<file path="config.mk">
export PLATFORM = sky130hd
export DESIGN_NAME = dram_cmd_sequencer
export DESIGN_NICKNAME = d
export VERILOG_FILES = /design/src/rtl/dram_cmd_sequencer.sv
export SDC_FILE = /design/constraint.sdc
export NUM_CORES = 1
export LEC_CHECK = 0
export BUFFER_PORTS_ARGS = -buffer_cell sky130_fd_sc_hd__buf_4
export CORE_AREA = 2 2 467 469
export DETAILED_ROUTE_END_ITERATION = 6
export DIE_AREA = 0 0 469 471
export REMOVE_ABC_BUFFERS = 1
export SKIP_CTS_REPAIR_TIMING = 1
export SYNTH_ARGS = -nofsm -noshare
export SYNTH_HDL_FRONTEND = slang
export SYNTH_SLANG_ARGS = --single-unit
</file>
<file path="constraint.sdc">
create_clock -name clk_in -period 2.7 [get_ports clk_in]
set_clock_uncertainty 0.1 [all_clocks]
set_input_delay 0.675 -clock clk_in [delete_from_list [all_inputs] [get_ports clk_in]]
set_output_delay 0.675 -clock clk_in [all_outputs]
set_load 0.01 [all_outputs]
</file>
<file path="src/rtl/dram_cmd_sequencer.sv">
// rtl/dram_cmd_sequencer.sv - closed-page DDR4 command sequencer with periodic refresh
module dram_cmd_sequencer #(
    parameter int PADDR_BITS         = 19,
    parameter int ROW_BITS           = 8,
    parameter int COL_BITS           = 4,
    parameter int CAS_LATENCY        = 22,
    parameter int ACTIVATION_LATENCY = 8,
    parameter int PRECHARGE_LATENCY  = 5,
    parameter int REFRESH_CYCLE      = 5120,
    parameter int REFRESH_LATENCY    = 16
) (
    input  logic                  clk_in,
    input  logic                  rst_in,
    input  logic                  req_valid_in,
    output logic                  req_ready_out,
    input  logic                  req_we_in,
    input  logic [PADDR_BITS-1:0] req_addr_in,
    input  logic [511:0]          req_line_in,
    output logic                  resp_valid_out,
    input  logic                  resp_ready_in,
    output logic                  resp_we_out,
    output logic [511:0]          resp_line_out,
    output logic                  cs_N_out,
    output logic                  act_N_out,
    output logic [16:0]           addr_out,
    output logic [1:0]            bg_out,
    output logic [1:0]            ba_out,
    output logic [63:0]           dq_out,
    output logic                  dq_oe_out,
    input  logic [63:0]           dq_in
);

    localparam int CNT_W   = 16;
    localparam int REF_W   = $clog2(REFRESH_CYCLE + 1);
    localparam int COLHI_W = COL_BITS - 3;
    localparam int BG_LSB  = 6;
    localparam int BA_LSB  = 8;
    localparam int COL_LSB = 9;
    localparam int ROW_LSB = COL_LSB + COLHI_W;

    typedef enum logic [3:0] {
        S_IDLE, S_ACT, S_ACT_WAIT, S_CMD, S_CAS_WAIT, S_BURST,
        S_PRE, S_PRE_WAIT, S_RESP, S_REF, S_REF_WAIT
    } state_t;

    state_t               r_state;
    state_t               w_state_next;
    logic [CNT_W-1:0]     r_cnt;
    logic [REF_W-1:0]     r_ref_cnt;
    logic                 r_ref_pending;
    logic                 r_we;
    logic [ROW_BITS-1:0]  r_row;
    logic [1:0]           r_bg;
    logic                 r_ba0;
    logic [COLHI_W-1:0]   r_col_hi;
    logic [511:0]         r_line;
    logic                 w_accept;
    logic                 w_ref_wrap;
    logic                 w_unused_addr;

    assign w_accept      = (r_state == S_IDLE) && !r_ref_pending && req_valid_in;
    assign w_ref_wrap    = (r_ref_cnt == REF_W'(REFRESH_CYCLE - 1));
    assign w_unused_addr = ^{req_addr_in[BG_LSB-1:0], req_addr_in[PADDR_BITS-1:ROW_LSB+ROW_BITS]};
    assign resp_we_out   = r_we;
    assign resp_line_out = r_line;

    // state register
    always_ff @(posedge clk_in) begin
        if (rst_in) r_state <= S_IDLE;
        else        r_state <= w_state_next;
    end

    // next-state logic; refresh wins over a new request in IDLE
    always_comb begin
        w_state_next = r_state;
        case (r_state)
            S_IDLE:     if (r_ref_pending) w_state_next = S_REF;
                        else if (req_valid_in) w_state_next = S_ACT;
            S_ACT:      w_state_next = S_ACT_WAIT;
            S_ACT_WAIT: if (r_cnt == CNT_W'(ACTIVATION_LATENCY - 1)) w_state_next = S_CMD;
            S_CMD:      w_state_next = S_CAS_WAIT;
            S_CAS_WAIT: if (r_cnt == CNT_W'(CAS_LATENCY - 2)) w_state_next = S_BURST;
            S_BURST:    if (r_cnt == CNT_W'(7)) w_state_next = S_PRE;
            S_PRE:      w_state_next = S_PRE_WAIT;
            S_PRE_WAIT: if (r_cnt == CNT_W'(PRECHARGE_LATENCY - 1)) w_state_next = S_RESP;
            S_RESP:     if (resp_ready_in) w_state_next = S_IDLE;
            S_REF:      w_state_next = S_REF_WAIT;
            S_REF_WAIT: if (r_cnt == CNT_W'(REFRESH_LATENCY - 1)) w_state_next = S_IDLE;
            default:    w_state_next = S_IDLE;
        endcase
    end

    // command pins, data bus and handshake outputs decoded from state
    always_comb begin
        cs_N_out       = 1'b1;
        act_N_out      = 1'b1;
        addr_out       = '0;
        bg_out         = '0;
        ba_out         = '0;
        dq_out         = '0;
        dq_oe_out      = 1'b0;
        resp_valid_out = 1'b0;
        req_ready_out  = 1'b0;
        case (r_state)
            S_IDLE: req_ready_out = !r_ref_pending;
            S_ACT: begin
                cs_N_out                = 1'b0;
                act_N_out               = 1'b0;
                addr_out[ROW_BITS-1:0]  = r_row;
                bg_out                  = r_bg;
                ba_out                  = {1'b0, r_ba0};
            end
            S_CMD: begin
                cs_N_out                = 1'b0;
                addr_out[16:14]         = r_we ? 3'b100 : 3'b101;
                addr_out[COL_BITS-1:0]  = {r_col_hi, 3'b000};
                bg_out                  = r_bg;
                ba_out                  = {1'b0, r_ba0};
            end
            S_BURST: begin
                dq_oe_out = r_we;
                dq_out    = r_we ? r_line[63:0] : 64'd0;
            end
            S_PRE: begin
                cs_N_out        = 1'b0;
                addr_out[16:14] = 3'b010;
                bg_out          = r_bg;
                ba_out          = {1'b0, r_ba0};
            end
            S_RESP: resp_valid_out = 1'b1;
            S_REF: begin
                cs_N_out        = 1'b0;
                addr_out[16:14] = 3'b001;
            end
            default: ;
        endcase
    end

    // per-state cycle counter, restarts whenever the state changes
    always_ff @(posedge clk_in) begin
        if (rst_in)                     r_cnt <= '0;
        else if (w_state_next != r_state) r_cnt <= '0;
        else                            r_cnt <= r_cnt + CNT_W'(1);
    end

    // free-running refresh interval counter; only one refresh is ever outstanding
    always_ff @(posedge clk_in) begin
        if (rst_in) begin
            r_ref_cnt     <= '0;
            r_ref_pending <= 1'b0;
        end else begin
            r_ref_cnt <= w_ref_wrap ? '0 : r_ref_cnt + REF_W'(1);
            if (w_ref_wrap)            r_ref_pending <= 1'b1;
            else if (r_state == S_REF) r_ref_pending <= 1'b0;
        end
    end

    // request latch and line shifter: writes shift out beat 0 first and
    // back-fill zeros, reads shift dq_in in so beat k ends up at bits [64k+63:64k]
    always_ff @(posedge clk_in) begin
        if (rst_in) begin
            r_we     <= 1'b0;
            r_row    <= '0;
            r_bg     <= '0;
            r_ba0    <= 1'b0;
            r_col_hi <= '0;
            r_line   <= '0;
        end else if (w_accept) begin
            r_we     <= req_we_in;
            r_row    <= req_addr_in[ROW_LSB +: ROW_BITS];
            r_bg     <= req_addr_in[BG_LSB +: 2];
            r_ba0    <= req_addr_in[BA_LSB];
            r_col_hi <= req_addr_in[COL_LSB +: COLHI_W];
            r_line   <= req_line_in;
        end else if (r_state == S_BURST) begin
            r_line <= {(r_we ? 64'd0 : dq_in), r_line[511:64]};
        end
    end

endmodule
</file>
==> report_table.html, run 1 <==
<table>
<tr><th>Metric</th><th>Value</th></tr>
<tr><th colspan="2">Run status</th></tr>
<tr><td>Result of the run</td><td>finished, violations left</td></tr>
<tr><td>Failing checks</td><td>setup timing</td></tr>
<tr><th colspan="2">Floorplanning</th></tr>
<tr><td>Die area</td><td>221000 um^2</td></tr>
<tr><td>Core Rows</td><td>about 170</td></tr>
<tr><td>Core outline area</td><td>216000 um^2</td></tr>
<tr><td>Die span in x</td><td>469 um</td></tr>
<tr><td>Starting Density</td><td>0.115</td></tr>
<tr><td>Top-Level Pins</td><td>1203</td></tr>
<tr><td>Die Span Y</td><td>471 um</td></tr>
<tr><th colspan="2">Drt</th></tr>
<tr><td>Detailed Route WL</td><td>around 220 mm</td></tr>
<tr><td>Routed wl met2</td><td>93.7 mm</td></tr>
<tr><td>Count of antenna-violating nets left after detailed routing</td><td>0</td></tr>
<tr><td>Top sig layer</td><td>met5</td></tr>
<tr><td>Vias</td><td>31371</td></tr>
<tr><td>Number of optimization iterations in the first detailed-route pass</td><td>5</td></tr>
<tr><td>Vias per Instance</td><td>about 4.3</td></tr>
<tr><td>Met3 Routed Length</td><td>about 28 mm</td></tr>
<tr><td>Post-detailed-route wirelength per cell</td><td>30.4 um</td></tr>
<tr><td>Number of design rule violations left after detail routing</td><td>0</td></tr>
<tr><td>Post-route met1 wirelength</td><td>92.9 mm</td></tr>
<tr><td>Number of DRC violations after detailed-routing iteration 0</td><td>about 3000</td></tr>
<tr><th colspan="2">Hold path</th></tr>
<tr><td>Endpoint, Worst Hold</td><td>resp_we_out</td></tr>
<tr><td>HP Class</td><td>primary input to register</td></tr>
<tr><td>Hold path startpoint</td><td>req_we_in</td></tr>
<tr><td>Worst hold path stage count</td><td>3</td></tr>
<tr><th colspan="2">Synthesis</th></tr>
<tr><td>Synth Warn #</td><td>0</td></tr>
<tr><td>Largest cells by area after synthesis</td><td>dfxtp_1 45%, a311oi_1 16%, nand2_1 14%</td></tr>
<tr><td>Part of the Yosys area used for sequential elements</td><td>0.450</td></tr>
<tr><td>Cell type with the highest aggregate area in the netlist</td><td>dfxtp_1</td></tr>
<tr><td>Post-synth EDFFs</td><td>0</td></tr>
<tr><td>Most instantiated flip-flop cell in the synthesis netlist</td><td>dfxtp_1</td></tr>
<tr><td>Syn Area/Cell</td><td>7.71 um^2</td></tr>
<tr><td>Share of the synthesized area in the top cell type</td><td>0.450</td></tr>
<tr><td>Post-synthesis async set-or-reset flop share</td><td>0</td></tr>
<tr><td>Dominant cell by count in the synthesized netlist</td><td>nand2_1</td></tr>
<tr><td>Netlist cell types</td><td>54</td></tr>
<tr><td>Post-Syn Instances</td><td>around 3200</td></tr>
<tr><td>Post-Synthesis Cell Area</td><td>24900 um^2</td></tr>
<tr><td>Most frequent cells after synthesis</td><td>930 x nand2_1, 559 x dfxtp_1, 542 x nor2_1</td></tr>
<tr><td>Post-synthesis sequential element count</td><td>about 560</td></tr>
<tr><th colspan="2">Worst setup path</th></tr>
<tr><td>Gate family responsible for the most delay along the worst path</td><td>buffers and inverters</td></tr>
<tr><td>Bufs and invs on worst path</td><td>4</td></tr>
<tr><td>Highest net fanout along the worst path</td><td>5</td></tr>
<tr><td>Register-to-Register Path Depth</td><td>11</td></tr>
<tr><td>Type of origin of the critical path</td><td>register</td></tr>
<tr><td>Path length in cells of the critical path</td><td>6</td></tr>
<tr><td>Cell with the largest stage delay on the worst path</td><td>and4bb_4</td></tr>
<tr><td>Worst stage delay on the critical path</td><td>360 ps</td></tr>
<tr><td>CP Class</td><td>register to output port</td></tr>
<tr><td>Cells along the critical path</td><td>and4bb_4 -&gt; buf_12 -&gt; buf_16 -&gt; buf_4 -&gt; and3_4 -&gt; buf_4</td></tr>
<tr><td>Critical Path Most Common Cell</td><td>buf_4</td></tr>
<tr><td>Worst reg2reg setup slack</td><td>around 70 ps</td></tr>
<tr><td>Worst Setup End Kind</td><td>output port</td></tr>
<tr><td>Worst reg2reg path startpoint</td><td>r_state[3]</td></tr>
<tr><td>Required time at the worst-slack endpoint</td><td>1920 ps</td></tr>
<tr><td>Data arrival time of the critical path</td><td>2200 ps</td></tr>
<tr><td>Destination of the worst register-to-register timing path</td><td>resp_line_out[462]</td></tr>
<tr><th colspan="2">Global route</th></tr>
<tr><td>Maximum number of pins on one net before global-route repair</td><td>103</td></tr>
<tr><td>Global-route total usage across every layer</td><td>0.187</td></tr>
<tr><td>Antenna violations before repair</td><td>roughly 110</td></tr>
<tr><td>Number of global-route vias before repair</td><td>28608</td></tr>
<tr><td>Global-route wire length before repair</td><td>approximately 280 mm</td></tr>
<tr><td>GRT overflow</td><td>0</td></tr>
<tr><th colspan="2">Layout</th></tr>
<tr><td>Layout-stage area growth over the synthesis result</td><td>66.9%</td></tr>
<tr><td>Layout cells sized above 1</td><td>0.358</td></tr>
<tr><td>Number of nets in the layout</td><td>5001</td></tr>
<tr><th colspan="2">Timing</th></tr>
<tr><td>Final hold violation count</td><td>0</td></tr>
<tr><td>Hold_ws</td><td>122 ps</td></tr>
<tr><td>RSZ-0062 raised after global routing</td><td>true</td></tr>
<tr><td>Fmax</td><td>0.336 GHz</td></tr>
<tr><td>Fin worst setup slack</td><td>-276 ps</td></tr>
<tr><td>Shortest period the worst path allows</td><td>roughly 3000 ps</td></tr>
<tr><td>Fin crit share</td><td>1.10</td></tr>
<tr><td>Setup-failing EPs final</td><td>74</td></tr>
<tr><td>Final-report max-slew violation count</td><td>0</td></tr>
<tr><td>Slew @ Worst Pin</td><td>795 ps</td></tr>
<tr><td>Remaining max-slew budget at the tightest pin</td><td>0.470</td></tr>
<tr><th colspan="2">Clock tree</th></tr>
<tr><td>Root Buffer</td><td>clkbuf_16</td></tr>
<tr><td>Clock transition at the registers of the reported paths</td><td>roughly 60 ps</td></tr>
<tr><td>Maximum number of buffers from clock root to sink</td><td>3</td></tr>
<tr><td>H-Tree Depth</td><td>3</td></tr>
<tr><td>Source-to-sink clock delay at the later pin of the worst-skew pair</td><td>720 ps</td></tr>
<tr><td>Number of buffers created by CTS</td><td>78</td></tr>
<tr><td># clock sinks</td><td>559</td></tr>
<tr><td>CTS tree</td><td>yes</td></tr>
<tr><th colspan="2">Pwr</th></tr>
<tr><td>Largest vdd supply drop</td><td>0.418 mV</td></tr>
<tr><td>Leakage power total</td><td>16.8 nW</td></tr>
<tr><td>Power Dens Cells</td><td>653 nW/um^2</td></tr>
<tr><td>Total power</td><td>roughly 27 mW</td></tr>
<tr><th colspan="2">Place</th></tr>
<tr><td>Placer's final routability congestion estimate</td><td>0.960</td></tr>
<tr><td>Hpwl dp</td><td>183 mm</td></tr>
<tr><td>Worst slack, placed</td><td>137 ps</td></tr>
<tr><td>Total of buffers placed on input and output ports</td><td>approximately 1200</td></tr>
<tr><th colspan="2">Flow run</th></tr>
<tr><td>Max capacitance violation total</td><td>0</td></tr>
</table>
==> cells in the final DEF, fill, tap and decap left out, types with 4 or more instances in the layout <==
cell,n
nor3b_1,65
clkbuf_8,11
inv_1,4
and2_1,6
nor3_1,71
clkinv_4,4
buf_4,1319
diode_2,29
and3_4,14
nand2_1,928
nor4b_1,6
clkbuf_16,88
nand4_1,6
clkinv_2,11
xor2_1,18
buf_12,44
and4_1,6
clkbuf_1,19
a311oi_1,445
buf_16,4
nand3_1,14
nor2_1,539
a211oi_1,64
a22oi_1,4
conb_1,7
nor4b_2,6
xnor2_1,7
a21oi_1,19
and2_4,10
clkinvlp_4,8
and3_1,52
dfxtp_1,554
buf_6,33
==> flip-flops by register name (all words and copies together), names as in the netlist <==
signal	flops
r_ba0	1
r_bg	2
r_cnt	16
r_col_hi	1
r_ref_cnt	13
r_ref_pending	1
r_row	8
r_state	4
resp_line_out	512
resp_we_out	1
==> power breakdown <==
group | leakage, nW | internal [mW] | total, mW | switching (mW)
registers | 4.63 | 9.16 | 10.3 | 1.17
clock network | 1.22 | 5.91 | 10.6 | 4.68
logic | 10.9 | 2.64 | 6.20 | 3.56
==> metal layers <==
layer	global-route usage	vias to the layer above
li1	-	13729
met1	0.244	15333
met2	0.275	1918
met3	0.0763	361
met4	0.0647	30
met5	0	-
==> per-stage QoR <==
step	setup TNS (ps)	utilization	cell area (um^2)	instances
floorplan	-8048110	-	23600	2905
global placement	0	0.176	38000	7124
detailed placement	0	0.176	38000	7124
CTS	-33570	0.188	40500	7266
global route	-21660	0.192	41500	7326
finish	-14590	0.192	41500	7343
==> worst min-delay path, stage by stage <==
cell and delay (ps):
buf_4 120, nand2_1 60, a21oi_1 60
==> cells by family after synthesis <==
kind of cell / share of synthesized area
buffers and inverters: 0.0543
AND/OR/NAND/NOR: 0.298
multiplexers: 0.00141
AO/OA/AOI/OAI: 0.187
XOR/XNOR: 0.00880
adder cells (fa/ha/maj): 0.00151
other: 0.000151
flip-flops: 0.450
==> final cells by class <==
class                   instances  area (um^2)
repair buffers               1413        11600
fillers                     24311       175000
clock buffers                 108         2170
clock inverters                34          379
diodes                         29         72.6
well taps                    2854         3570
inverters                       6         22.5
flip-flops and latches        559        11200
multi-input cells            2340        12600
==> how the worst max path moves through the flow <==
stage,from,end,slack [ps]
floorplan,req_valid_in,resp_line_out[0],-14240
global placement,r_state[0],resp_line_out[462],140
detailed placement,r_state[2],resp_line_out[249],140
CTS,r_state[2],dq_out[48],-580
global route,r_state[3],dq_out[44],-350
finish,r_state[3],dq_out[33],-280
Note: power is estimated with default switching activity, not from simulation.
==> run 2: changes to the inputs <==
--- a/config.mk
+++ b/config.mk
@@ -5,10 +5,11 @@
 export SDC_FILE = /design/constraint.sdc
 export NUM_CORES = 1
 export LEC_CHECK = 0
+export ABC_AREA = 1
 export BUFFER_PORTS_ARGS = -buffer_cell sky130_fd_sc_hd__buf_4
-export CORE_AREA = 2 2 467 469
+export CORE_AREA = 2 2 475 477
 export DETAILED_ROUTE_END_ITERATION = 6
-export DIE_AREA = 0 0 469 471
+export DIE_AREA = 0 0 477 479
 export REMOVE_ABC_BUFFERS = 1
 export SKIP_CTS_REPAIR_TIMING = 1
 export SYNTH_ARGS = -nofsm -noshare
==> report_table.html, run 2 <==
<table>
<tr><th>Metric</th><th>Value</th></tr>
<tr><th colspan="2">Synthesis</th></tr>
<tr><td>Syn Area/Cell</td><td>7.26 um^2</td></tr>
<tr><td>Post-synthesis async set-or-reset flop share</td><td>0</td></tr>
<tr><td>Post-Synthesis Cell Area</td><td>24200 um^2</td></tr>
<tr><td>Post-Syn Instances</td><td>between 3000 and 4000</td></tr>
<tr><td>Post-synth EDFFs</td><td>0</td></tr>
<tr><td>Netlist cell types</td><td>33</td></tr>
<tr><td>Share of the synthesized area in the top cell type</td><td>0.462</td></tr>
<tr><td>Cell type with the highest aggregate area in the netlist</td><td>dfxtp_1</td></tr>
<tr><td>Largest cells by area after synthesis</td><td>dfxtp_1 46%, o21ai_0 15%, nand2_1 10%</td></tr>
<tr><td>Dominant cell by count in the synthesized netlist</td><td>o21ai_0</td></tr>
<tr><td>Post-synthesis sequential element count</td><td>559</td></tr>
<tr><td>Most frequent cells after synthesis</td><td>747 x o21ai_0, 661 x nand2_1, 559 x dfxtp_1</td></tr>
<tr><td>Part of the Yosys area used for sequential elements</td><td>0.462</td></tr>
<tr><td>Most instantiated flip-flop cell in the synthesis netlist</td><td>dfxtp_1</td></tr>
<tr><td>Synth Warn #</td><td>0</td></tr>
<tr><th colspan="2">Timing</th></tr>
<tr><td>RSZ-0062 raised after global routing</td><td>true</td></tr>
<tr><td>Fin worst setup slack</td><td>-308 ps</td></tr>
<tr><td>Setup-failing EPs final</td><td>70</td></tr>
<tr><td>Shortest period the worst path allows</td><td>roughly 3000 ps</td></tr>
<tr><td>Final TNS setup</td><td>-14770 ps</td></tr>
<tr><td>Fmax</td><td>0.332 GHz</td></tr>
<tr><td>Fin crit share</td><td>1.11</td></tr>
<tr><td>Final hold violation count</td><td>0</td></tr>
<tr><td>Final-report max-slew violation count</td><td>0</td></tr>
<tr><td>Slew @ Worst Pin</td><td>between 900 and 1000 ps</td></tr>
<tr><td>Remaining max-slew budget at the tightest pin</td><td>0.357</td></tr>
<tr><th colspan="2">Worst setup path</th></tr>
<tr><td>Highest net fanout along the worst path</td><td>22</td></tr>
<tr><td>Register-to-Register Path Depth</td><td>9</td></tr>
<tr><td>Data arrival time of the critical path</td><td>2230 ps</td></tr>
<tr><td>Type of origin of the critical path</td><td>register</td></tr>
<tr><td>Worst Setup End Kind</td><td>output port</td></tr>
<tr><td>Required time at the worst-slack endpoint</td><td>1920 ps</td></tr>
<tr><td>CP Class</td><td>register to output port</td></tr>
<tr><th colspan="2">Pwr</th></tr>
<tr><td>Share of power burned in the clock network</td><td>0.371</td></tr>
<tr><td>Net switching power</td><td>10.1 mW</td></tr>
<tr><td>Pint</td><td>18.0 mW</td></tr>
<tr><td>Largest vdd supply drop</td><td>approximately 0.46 mV</td></tr>
<tr><td>Portion of total power attributed to sequential cells</td><td>0.364</td></tr>
<tr><td>Proportion of power drawn by combinational gates</td><td>0.265</td></tr>
<tr><td>Power Dens Cells</td><td>695 nW/um^2</td></tr>
<tr><td>Switching part of the total power</td><td>0.360</td></tr>
<tr><td>Leakage power total</td><td>16.8 nW</td></tr>
<tr><th colspan="2">Global route</th></tr>
<tr><td>Number of global-route vias before repair</td><td>a little under 30000</td></tr>
<tr><td>Maximum number of pins on one net before global-route repair</td><td>124</td></tr>
<tr><td>Antenna violations before repair</td><td>122</td></tr>
<tr><td>Global-route total usage across every layer</td><td>0.183</td></tr>
<tr><td>GRT overflow</td><td>0</td></tr>
<tr><td>Global-route wire length before repair</td><td>~280 mm</td></tr>
<tr><th colspan="2">Flow run</th></tr>
<tr><td>Max capacitance violation total</td><td>0</td></tr>
<tr><th colspan="2">Layout</th></tr>
<tr><td>Max reg flops</td><td>slightly above 500</td></tr>
<tr><td>Layout cells sized above 1</td><td>0.345</td></tr>
<tr><td>Multi-input logic area</td><td>around 12000 um^2</td></tr>
<tr><td>Number of nets in the layout</td><td>slightly above 5000</td></tr>
<tr><td>Register area</td><td>11200 um^2</td></tr>
<tr><td>Design area</td><td>40400 um^2</td></tr>
<tr><td>Commonest non-fill, non-tap cells in the layout</td><td>1258 x buf_4, 747 x o21ai_0, 657 x nand2_1</td></tr>
<tr><td>Post-Route Utilization</td><td>0.181</td></tr>
<tr><td>Layout-stage area growth over the synthesis result</td><td>66.7%</td></tr>
<tr><td>Number of standard cells in the final layout excluding fillers</td><td>7540</td></tr>
<tr><td>Filler cell count in the final layout</td><td>roughly 25000</td></tr>
<tr><td>Most common cell after layout, fill and taps aside</td><td>buf_4</td></tr>
<tr><th colspan="2">Place</th></tr>
<tr><td>Placed cell areas</td><td>36800 um^2</td></tr>
<tr><td>Hpwl dp</td><td>185 mm</td></tr>
<tr><td>Placer's final routability congestion estimate</td><td>about 1.1</td></tr>
<tr><td>Worst slack, placed</td><td>96.9 ps</td></tr>
<tr><td>Number of cells in the design after placement</td><td>7326</td></tr>
<tr><td>Total of buffers placed on input and output ports</td><td>1188</td></tr>
<tr><th colspan="2">Clock tree</th></tr>
<tr><td>CTS tree</td><td>yes</td></tr>
<tr><td>Maximum number of buffers from clock root to sink</td><td>3</td></tr>
<tr><td>Clock transition at the registers of the reported paths</td><td>60 ps</td></tr>
<tr><td># clock sinks</td><td>559</td></tr>
<tr><td>Number of buffers created by CTS</td><td>74</td></tr>
<tr><td>H-Tree Depth</td><td>3</td></tr>
<tr><td>Root Buffer</td><td>clkbuf_16</td></tr>
<tr><td>Source-to-sink clock delay at the later pin of the worst-skew pair</td><td>700 ps</td></tr>
<tr><th colspan="2">Drt</th></tr>
<tr><td>Number of DRC violations after detailed-routing iteration 0</td><td>~3100</td></tr>
<tr><td>Post-detailed-route wirelength per cell</td><td>30.1 um</td></tr>
<tr><td>Count of antenna-violating nets left after detailed routing</td><td>0</td></tr>
<tr><td>Number of optimization iterations in the first detailed-route pass</td><td>6</td></tr>
<tr><td>Detailed Route WL</td><td>227 mm</td></tr>
<tr><td>Vias</td><td>31846</td></tr>
<tr><td>Vias per Instance</td><td>4.22</td></tr>
<tr><td>Number of design rule violations left after detail routing</td><td>15</td></tr>
<tr><th colspan="2">Floorplanning</th></tr>
<tr><td>Die span in x</td><td>477 um</td></tr>
<tr><td>Top-Level Pins</td><td>1203</td></tr>
<tr><td>Die Span Y</td><td>479 um</td></tr>
<tr><td>Core Rows</td><td>174</td></tr>
<tr><td>Starting Density</td><td>0.108</td></tr>
<tr><td>Core outline area</td><td>224000 um^2</td></tr>
<tr><td>Die area</td><td>between 200000 and 250000 um^2</td></tr>
<tr><th colspan="2">Run status</th></tr>
<tr><td>Failing checks</td><td>DRC, setup timing</td></tr>
<tr><td>Result of the run</td><td>finished, violations left</td></tr>
<tr><th colspan="2">Hold path</th></tr>
<tr><td>Worst hold path stage count</td><td>3</td></tr>
<tr><td>HP Class</td><td>primary input to register</td></tr>
</table>
-- run 2: changes by cell type after synthesis, sizes merged, moves of 100 or more --
cell	before	now
clkbuf	271	171
nor2	542	157
a311oi	445	4
nand2	930	662
a21oi	20	478
o21ai	2	918
-- run 2: power groups by stage --
stage          clock network [mW]  registers, mW  logic [mW]
6_report                     10.4           10.2        7.44
3_3_place_gp                    0           10.3        7.31
2_1_floorplan                   0           10.3        2.45
5_1_grt                      10.9           10.3        8.00
4_1_cts                      10.6           10.2        7.40
3_5_place_dp                    0           10.3        7.38
-- run 2: final cells by class --
cell class / count / area share
repair buffers: 1334 / 0.269
well taps: 2992 / 0.0927
diodes: 44 / 0.00273
flip-flops and latches: 559 / 0.277
clock buffers: 101 / 0.0524
clock inverters: 32 / 0.00917
inverters: 76 / 0.00840
multi-input cells: 2399 / 0.287
repair inverters: 3 / 0.00130
-- run 2: stage by stage --
step	hold slack, ps	total power [mW]
floorplan	318	12.8
finish	136	28.1
detailed placement	346	17.7
global route	84.1	29.1
global placement	326	17.6
CTS	40.8	28.2
-- run 2: worst paths after layout --
check / from / to / slack, ps
max: r_state[1] / dq_out[27] / -310
min reg2reg: r_ref_cnt[0] / r_ref_cnt[0] / 350
max reg2reg: r_state[0] / resp_line_out[41] / 90
min: req_line_in[143] / resp_line_out[143] / 140
-- run 2: cell families after synthesis --
group | synth area share
simple gates | 0.148
xor+xnor | 0.00687
buf+inv | 0.0726
fa+ha+maj | 0.00155
flops | 0.462
other cells | 0.000155
compound gates | 0.309
-- run 2: layer usage --
metal  global-route usage  wire length [um]  vias up
li1                     -                 -    13674
met1                0.206             84400    15355
met2                0.265             93400     2262
met3                0.116             35200      505
met4               0.0914             13600       50
met5              0.00539               580        -
-- run 2: critical path, cell delays in order, from the launching register on --
cell	delay, ps
dfxtp_2	370
nor2_4	180
inv_4	60
nor2_8	140
buf_12	170
clkinv_16	80
buf_16	180
nor2_1	140
buf_4	140
